--- config.mk ---
export PLATFORM = sky130hd
export DESIGN_NAME = writeback_stage_flat
export DESIGN_NICKNAME = d
export VERILOG_FILES = /design/src/rtl/writeback_stage_if.sv /design/src/rtl/writeback_stage.sv /design/src/flat_wrapper.sv
export SDC_FILE = /design/constraint.sdc
export NUM_CORES = 1
export LEC_CHECK = 0
export CORE_MARGIN = 10
export CORE_UTILIZATION = 35
export DETAILED_ROUTE_END_ITERATION = 16
export MAX_ROUTING_LAYER = met4
export PLACE_DENSITY = 0.65
export SLEW_MARGIN = 10
export SYNTH_ARGS = -nofsm -noshare
export SYNTH_HDL_FRONTEND = slang
export SYNTH_SLANG_ARGS = --single-unit
--- constraint.sdc ---
create_clock -name clk -period 4.9 [get_ports clk]
set_input_delay 0.49 -clock clk [delete_from_list [all_inputs] [get_ports clk]]
set_output_delay 0.49 -clock clk [all_outputs]
set_load 0.03 [all_outputs]
--- src/rtl/writeback_stage_if.sv ---
// Writeback stage bus: MEM-stage inputs, stage control, register-file write port,
// forwarding tap and retire counter. One cycle from mem_* to the write port.
// Backpressure: wb_stall holds the stage entry; wb_flush squashes it.
interface writeback_stage_if #(
    parameter int NBITS    = 32,
    parameter int CNT_BITS = 32
);
    // MEM-stage side
    logic                mem_valid;
    logic                mem_reg_write;
    logic [4:0]          mem_rd_addr;
    logic [1:0]          mem_wb_sel;
    logic [2:0]          mem_funct3;
    logic [NBITS-1:0]    mem_alu_result;
    logic [NBITS-1:0]    mem_pc_plus4;
    logic [NBITS-1:0]    mem_imm;
    logic [NBITS-1:0]    mem_load_data;
    // stage control
    logic                wb_stall;
    logic                wb_flush;
    // register-file write port and forwarding tap
    logic                wr_en;
    logic [4:0]          add_wr;
    logic [NBITS-1:0]    datain;
    logic                fwd_valid;
    logic [4:0]          fwd_addr;
    logic [NBITS-1:0]    fwd_data;
    // status
    logic                load_fault;
    logic [CNT_BITS-1:0] instret;

    // master: the pipeline around the stage (drives MEM results and control)
    modport master (
        output mem_valid, mem_reg_write, mem_rd_addr, mem_wb_sel, mem_funct3,
               mem_alu_result, mem_pc_plus4, mem_imm, mem_load_data,
               wb_stall, wb_flush,
        input  wr_en, add_wr, datain, fwd_valid, fwd_addr, fwd_data,
               load_fault, instret
    );

    // slave: the writeback stage itself
    modport slave (
        input  mem_valid, mem_reg_write, mem_rd_addr, mem_wb_sel, mem_funct3,
               mem_alu_result, mem_pc_plus4, mem_imm, mem_load_data,
               wb_stall, wb_flush,
        output wr_en, add_wr, datain, fwd_valid, fwd_addr, fwd_data,
               load_fault, instret
    );
endinterface

--- src/rtl/writeback_stage.sv ---
// Writeback stage: registers the MEM result, selects ALU/load/PC+4/imm, extends loads,
// drives the register-file write port, forwarding tap and retired-instruction counter.
// Latency 1 cycle (mem_* -> wr_en/add_wr/datain); wb_stall holds the entry, wb_flush clears it.
// Ports: clk, rst (async, active-high), bus (writeback_stage_if.slave).
module writeback_stage #(
    parameter int NBITS    = 32,
    parameter int CNT_BITS = 32
) (
    input  logic             clk,
    input  logic             rst,
    writeback_stage_if.slave bus
);

    typedef struct packed {
        logic             valid;
        logic             reg_write;
        logic [4:0]       rd_addr;
        logic [1:0]       wb_sel;
        logic [2:0]       funct3;
        logic [NBITS-1:0] alu_result;
        logic [NBITS-1:0] pc_plus4;
        logic [NBITS-1:0] imm;
        logic [NBITS-1:0] load_data;
    } entry_t;

    localparam logic [1:0] SEL_ALU  = 2'b00;
    localparam logic [1:0] SEL_LOAD = 2'b01;
    localparam logic [1:0] SEL_PC4  = 2'b10;

    entry_t              stage_q;
    logic [CNT_BITS-1:0] instret_q;

    logic                retire;
    logic                fault;
    logic [1:0]          lane;
    logic [7:0]          ld_byte;
    logic [15:0]         ld_half;
    logic [NBITS-1:0]    load_val;
    logic [NBITS-1:0]    wb_val;
    logic                write;

    // Stage register. Flush is applied after the capture so it wins over stall.
    always_ff @(posedge clk or posedge rst) begin
        if (rst) begin
            stage_q <= '0;
        end else begin
            if (!bus.wb_stall) begin
                stage_q <= '{valid:      bus.mem_valid,
                             reg_write:  bus.mem_reg_write,
                             rd_addr:    bus.mem_rd_addr,
                             wb_sel:     bus.mem_wb_sel,
                             funct3:     bus.mem_funct3,
                             alu_result: bus.mem_alu_result,
                             pc_plus4:   bus.mem_pc_plus4,
                             imm:        bus.mem_imm,
                             load_data:  bus.mem_load_data};
            end
            if (bus.wb_flush) begin
                stage_q.valid <= 1'b0;
            end
        end
    end

    // Load alignment and extension; the byte address low bits pick the lane.
    always_comb begin
        lane     = stage_q.alu_result[1:0];
        ld_byte  = stage_q.load_data[{lane, 3'b000} +: 8];
        ld_half  = lane[1] ? stage_q.load_data[31:16] : stage_q.load_data[15:0];
        load_val = '0;
        fault    = 1'b0;
        case (stage_q.funct3)
            3'b000: load_val = {{(NBITS-8){ld_byte[7]}}, ld_byte};
            3'b100: load_val = {{(NBITS-8){1'b0}}, ld_byte};
            3'b001: begin
                load_val = {{(NBITS-16){ld_half[15]}}, ld_half};
                fault    = lane[0];
            end
            3'b101: begin
                load_val = {{(NBITS-16){1'b0}}, ld_half};
                fault    = lane[0];
            end
            3'b010: begin
                load_val = stage_q.load_data;
                fault    = (lane != 2'b00);
            end
            default: fault = 1'b1;
        endcase
        // Fault only means something for instructions that actually use the load path.
        if (stage_q.wb_sel != SEL_LOAD) begin
            fault = 1'b0;
        end
    end

    always_comb begin
        wb_val = '0;
        if (stage_q.valid) begin
            case (stage_q.wb_sel)
                SEL_ALU:  wb_val = stage_q.alu_result;
                SEL_LOAD: wb_val = load_val;
                SEL_PC4:  wb_val = stage_q.pc_plus4;
                default:  wb_val = stage_q.imm;
            endcase
        end
    end

    // A stalled entry does not retire; it retires once in the first unstalled cycle.
    assign retire = stage_q.valid & ~bus.wb_stall;
    assign write  = retire & stage_q.reg_write & (stage_q.rd_addr != 5'd0) & ~fault;

    // Faulting and non-writing instructions still count as retired.
    always_ff @(posedge clk or posedge rst) begin
        if (rst) begin
            instret_q <= '0;
        end else if (retire) begin
            instret_q <= instret_q + 1'b1;
        end
    end

    assign bus.wr_en      = write;
    assign bus.add_wr     = stage_q.valid ? stage_q.rd_addr : 5'd0;
    assign bus.datain     = wb_val;
    assign bus.fwd_valid  = write;
    assign bus.fwd_addr   = bus.add_wr;
    assign bus.fwd_data   = wb_val;
    assign bus.load_fault = retire & fault;
    assign bus.instret    = instret_q;

endmodule

--- src/flat_wrapper.sv ---
// flat-port wrapper written by rule: the top's interface ports become plain ports
module writeback_stage_flat 
#(
    parameter int NBITS    = 32,
    parameter int CNT_BITS = 32
)
  (clk, rst, bus_mem_valid, bus_mem_reg_write, bus_mem_rd_addr, bus_mem_wb_sel, bus_mem_funct3, bus_mem_alu_result, bus_mem_pc_plus4, bus_mem_imm, bus_mem_load_data, bus_wb_stall, bus_wb_flush, bus_wr_en, bus_add_wr, bus_datain, bus_fwd_valid, bus_fwd_addr, bus_fwd_data, bus_load_fault, bus_instret);
  writeback_stage_if #(.NBITS(NBITS), .CNT_BITS(CNT_BITS)) bus_i ();
  input  logic clk;
  input  logic rst;
  input wire logic [$bits(bus_i.mem_valid)-1:0] bus_mem_valid;
  input wire logic [$bits(bus_i.mem_reg_write)-1:0] bus_mem_reg_write;
  input wire logic [$bits(bus_i.mem_rd_addr)-1:0] bus_mem_rd_addr;
  input wire logic [$bits(bus_i.mem_wb_sel)-1:0] bus_mem_wb_sel;
  input wire logic [$bits(bus_i.mem_funct3)-1:0] bus_mem_funct3;
  input wire logic [$bits(bus_i.mem_alu_result)-1:0] bus_mem_alu_result;
  input wire logic [$bits(bus_i.mem_pc_plus4)-1:0] bus_mem_pc_plus4;
  input wire logic [$bits(bus_i.mem_imm)-1:0] bus_mem_imm;
  input wire logic [$bits(bus_i.mem_load_data)-1:0] bus_mem_load_data;
  input wire logic [$bits(bus_i.wb_stall)-1:0] bus_wb_stall;
  input wire logic [$bits(bus_i.wb_flush)-1:0] bus_wb_flush;
  output wire logic [$bits(bus_i.wr_en)-1:0] bus_wr_en;
  output wire logic [$bits(bus_i.add_wr)-1:0] bus_add_wr;
  output wire logic [$bits(bus_i.datain)-1:0] bus_datain;
  output wire logic [$bits(bus_i.fwd_valid)-1:0] bus_fwd_valid;
  output wire logic [$bits(bus_i.fwd_addr)-1:0] bus_fwd_addr;
  output wire logic [$bits(bus_i.fwd_data)-1:0] bus_fwd_data;
  output wire logic [$bits(bus_i.load_fault)-1:0] bus_load_fault;
  output wire logic [$bits(bus_i.instret)-1:0] bus_instret;
  assign bus_i.mem_valid = bus_mem_valid;
  assign bus_i.mem_reg_write = bus_mem_reg_write;
  assign bus_i.mem_rd_addr = bus_mem_rd_addr;
  assign bus_i.mem_wb_sel = bus_mem_wb_sel;
  assign bus_i.mem_funct3 = bus_mem_funct3;
  assign bus_i.mem_alu_result = bus_mem_alu_result;
  assign bus_i.mem_pc_plus4 = bus_mem_pc_plus4;
  assign bus_i.mem_imm = bus_mem_imm;
  assign bus_i.mem_load_data = bus_mem_load_data;
  assign bus_i.wb_stall = bus_wb_stall;
  assign bus_i.wb_flush = bus_wb_flush;
  assign bus_wr_en = bus_i.wr_en;
  assign bus_add_wr = bus_i.add_wr;
  assign bus_datain = bus_i.datain;
  assign bus_fwd_valid = bus_i.fwd_valid;
  assign bus_fwd_addr = bus_i.fwd_addr;
  assign bus_fwd_data = bus_i.fwd_data;
  assign bus_load_fault = bus_i.load_fault;
  assign bus_instret = bus_i.instret;
  writeback_stage #(.NBITS(NBITS), .CNT_BITS(CNT_BITS)) u_core (.clk(clk), .rst(rst), .bus(bus_i));
endmodule
Word-level counts from Yosys, hierarchy flattened
Cells that the tools add are included.
{"block": "word_totals", "register_bits": 172, "input_bits": 144, "output_inout_bits": 109}
{"block": "op_classes", "addsub": 1, "n_eq_ne": 8, "shift": 1, "muxes": 9, "n_bitwise": 7, "reduce_logical": 6}
{"cell": "32-bit one-hot mux with 5 select lines", "n": 1}
{"cell": "140-bit 2-to-1 mux", "n": 1}
{"cell": "32-bit one-hot mux with 3 select lines", "n": 1}
{"cell": "32-bit by 1-bit adder with 32-bit output (second input constant)", "n": 1}
{"cell": "32-bit 2-to-1 mux", "n": 1}
{"cell": "32-bit by 6-bit variable part select with 8-bit output", "n": 1}
{"cell": "16-bit 2-to-1 mux", "n": 1}
{"cell": "3-bit == test (second input constant)", "n": 2}
{"cell": "1-bit AND", "n": 5}
{"cell": "5-bit 2-to-1 mux", "n": 1}
{"cell": "5-bit nonzero test", "n": 1}
{"cell": "2-bit by 1-bit inequality test with 1-bit output (second input constant)", "n": 2}
{"cell": "2-bit OR reduction", "n": 2}
{"cell": "3-bit by 1-bit == test with 1-bit output (second input constant)", "n": 1}
{"cell": "3-bit by 2-bit == test with 1-bit output (second input constant)", "n": 1}
{"cell": "3-bit zero test", "n": 1}
{"cell": "1-bit one-hot mux with 3 select lines", "n": 1}
{"cell": "2-bit by 1-bit == test with 1-bit output (second input constant)", "n": 1}
{"cell": "2-bit == test (second input constant)", "n": 1}
{"cell": "2-bit zero test", "n": 1}
{"cell": "1-bit 2-to-1 mux", "n": 2}
{"cell": "1-bit inverter", "n": 2}
{"cell": "2-bit nonzero test", "n": 1}

Logic depth before layout (Yosys ltp)
{"block": "depth", "depth_word": 6, "ltp_mapped": 8, "ltp_nobuf": 5}

Worst setup path before layout
OpenSTA, ideal clock, no wires.
{"block": "synth_timing", "kind": "reg-to-output", "startpoint": "register u_core.stage_q[128] (netlist bit)", "endpoint": "output bus_fwd_data[2]", "arrival_ps": 2340, "required_time_ps": 4410, "path_slack_ps": 2070, "path_stages_with_launch": 8, "n_path_buf": 3, "path_cell_list": "dfrtp_1 > buf_4 > or3b_1 > buf_2 > nor2_1 > a2111oi_0 > a221oi_1 > buf_4"}
{"block": "synth_between", "elab_chain_cells": 4, "word_cells_on_any_way": 8}
{"element": "from (decl)", "line": "writeback_stage.sv:30", "rtl": "entry_t stage_q;"}
{"element": "from (signal assigned)", "line": "writeback_stage.sv:48", "rtl": "stage_q <= '{valid: bus.mem_valid,"}
{"element": "3-bit by 2-bit == test with 1-bit output, or another cell as far along", "line": "writeback_stage.sv:71", "rtl": "case (stage_q.funct3)"}
{"element": "32-bit one-hot mux with 5 select lines (*)", "line": "writeback_stage.sv:71"}
{"element": "32-bit one-hot mux with 3 select lines (*)", "line": "writeback_stage.sv:97", "rtl": "case (stage_q.wb_sel)"}
{"element": "32-bit 2-to-1 mux (*)", "line": "writeback_stage.sv:96", "rtl": "if (stage_q.valid) begin"}
{"element": "to (decl)", "line": "flat_wrapper.sv:27", "rtl": "output wire logic [$bits(bus_i.fwd_data)-1:0] bus_fwd_data;"}
Every way passes the cells marked *; elsewhere a longest branch is shown, timed or not.

Worst setup path in the final report
{"block": "layout_timing", "startpoint": "register u_core.stage_q[131] (netlist bit)", "endpoint": "output bus_fwd_data[30]"}
{"block": "layout_between", "elab_chain_cells": 3, "word_cells_on_any_way": 5}
{"element": "2-bit == test, or another cell as far along", "line": "writeback_stage.sv:97"}
{"element": "32-bit one-hot mux with 3 select lines (*)", "line": "writeback_stage.sv:97"}
{"element": "32-bit 2-to-1 mux (*)", "line": "writeback_stage.sv:96"}
Marked as above.

==> metrics.yaml <==
criticalPathCategory: "reg -> out"
async_reset_ff_share_pct: 100.0
worst_setup_path_end_kind: "output pin"
hpwl_um: 20230
cp_max_fo: 28
dp_cells: 1241
yosysUniqueCellTypes: 55
crit_slowest_cell: "nand2b_1"
setup_slack_ps: 708.2
fin_worst_skew_ps: 6.217
cp.buffers_inverters: 1
cts_hold_buf: 0
fp.dieH_um: 177.2
clockBufferDepth: 2
synthesis.area_sq_um: 8653
finalCritPeriodShare_pct: 85.55
leakage_nw: 4.649
synth_fp_nets: 885
areaGrowthSynthToFinish_pct: 35.87
hp-class: "reg -> reg"
boundaryPins: 253
row_count: 57
drc: 0
status: "finished, final reports clean"
tightest_slew_ps: 1068
grt_pass1_wl_um: 41100
layout.cells.non_filler: 1278
nNetsFinal: 1081
slew_viol_final: 0
die-area_sq_um: 31410
wl_met3_um: 2473
syn_area_per_cell_sq_um: 11.69
antenna_found_initial: 3
path_cells: "nand2b_1 -> o22ai_1 -> a21oi_1 -> a21boi_0 -> clkdlybuf4s50_1"
grt_overflow_total: 0
hold_viol_final: 0
worstSetupStartpointType: "flip-flop"
finalSetupViolCount: 0
drt_first_iter_violations: 447
grt_pass1_vias: 6875
drive_above_1_share_pct: 20.65
ys_seq_area_share_pct: 49.74
final_util_pct: 48.35
cts_tree: "yes"
root_buffer: "clkbuf_16"
wl_met2_um: 12770
ant_nets: 0
top_layer: "met4"
critPathRequiredTime_ps: 4410
p_per_area_nw_per_um2: 322.0
cts.sink_count: 172
worstSkewPairLatency_ps: 420
fp.dieW_um: 177.2
via_per_inst: 5.071
m1WireLength_um: 11520
htreeDepth: 4
cts_setup_buffers: 0
cts_buffers: 17
preCtsSetupSlack_ps: 1087
arrival_ps: 3700
grt_max_degree: 115
setup_tns_ps: 0
fillers: 2237
start_util_pct: 35.58
relSlewSlack_pct: 28.78
wirelength_um: 27030
max_cap_violations: 0
ir_drop_uv: 159.0
crit_family: "compound AO/OA/AOI/OAI gates"
first_pass_iters: 4
gp_congestion: 0.8384
synth-edff-count: 0
ys_ff_latch: 172
io_buffers: 252
track_usage_pct: 17.44
cp_slowest_stage_delay_ps: 830
wl_per_cell_um: 21.15
fin_crit_ps: 4192
postCtsResizedCells: 0
coreArea_sq_um: 24320
path_clk_slew_ps: 60
yosys_warnings: 0
fmax_mhz: 238.6
num_vias: 6481
netlist_instances: 740
rsz0062_at_grt: "no"
synthFlopType: "dfrtp_1"
==> area by class of cell <==
cell class	count	area, sq um	area share, %
antenna	5	12.51	0.1064
clock buffer	20	436.7	3.714
clock inverter	12	136.4	1.160
inverter	2	11.26	0.09578
multi-input combinational	480	3830	32.57
sequential	172	4307	36.63
tap	324	405.4	3.448
timing repair buffer	263	2619	22.27
==> flip-flops by register name (all words and copies together), names as in the netlist <==
register,count
u_core.stage_q,138
u_core.lane,2
u_core.bus.instret,32
==> per-stage QoR <==
| stage | cell area (sq um) | hold WS, ps | total power [mW] |
|---|---|---|---|
| finish | 11760 | 486.8 | 3.786 |
| global route | 11750 | 495.0 | 3.961 |
| CTS | 11750 | 495.8 | 3.830 |
| detailed placement | 11170 | 482.9 | 2.476 |
| global placement | 11170 | 461.6 | 2.465 |
| floorplan | 8657 | 471.2 | 2.146 |
==> synth_stat cells (15+ instances only) <==
library cell,instances,area (sq um)
a21o_1,23,172.7
nor2b_1,33,206.5
mux2_2,139,1565
dfrtp_1,172,4304
a31oi_1,15,93.84
buf_2,25,125.1
o21ai_0,33,165.2
xnor2_1,23,201.4
buf_4,40,300.3
mux2i_1,20,200.2
o22ai_1,23,143.9
nand2_1,50,187.7
==> where the power goes <==
group	leakage (nW)	switching [mW]	internal, mW	total, mW
registers	2.08	0.132	1.55	1.68
clock network	0.271	0.586	0.756	1.34
logic	2.30	0.375	0.386	0.762
total	4.65	1.09	2.69	3.79
==> cells by family (layout without fill, tap and decap cells) <==
family | count (synthesis) | count (layout) | share of synthesized area, %
compound gates | 130 | 130 | 10.34
xor+xnor | 31 | 31 | 3.138
fa+ha+maj | 1 | 1 | 0.1446
buf+inv | 88 | 297 | 6.001
flops | 172 | 172 | 49.74
mux | 159 | 159 | 20.40
other cells | 0 | 5 | 0
simple gates | 159 | 159 | 10.24
==> worst paths after layout <==
check | start | to | slack, ps | cells after the start
setup / recovery | u_core.stage_q[131] | bus_fwd_data[30] | 710 | 5
hold reg to reg | u_core.bus.instret[31] | u_core.bus.instret[31] | 490 | 1
hold / removal | u_core.bus.instret[31] | u_core.bus.instret[31] | 490 | 1
min in group asynchronous | rst | u_core.bus.instret[9] | 560 | 2
setup reg to reg | u_core.stage_q[139] | u_core.bus.instret[26] | 2660 | 5
max in group asynchronous | rst | u_core.stage_q[53] | 3270 | 3
==> placed cells by master (no fill, tap or decap), types with 20 or more instances in the layout <==
cell             instances
dfrtp_1                170
xnor2_1                 23
o22ai_1                 23
mux2i_1                 20
nand2_1                 50
clkdlybuf4s50_1        251
a21o_1                  23
mux2_2                 139
nor2b_1                 33
o21ai_0                 33
==> layer usage <==
metal / global-route usage, % / vias up
met2: 27.47 / 219
li1: - / 3037
met1: 21.09 / 3206
met5: - / -
met4: 3.468 / 0
met3: 6.443 / 19
Note: power is estimated with default switching activity, not from simulation.
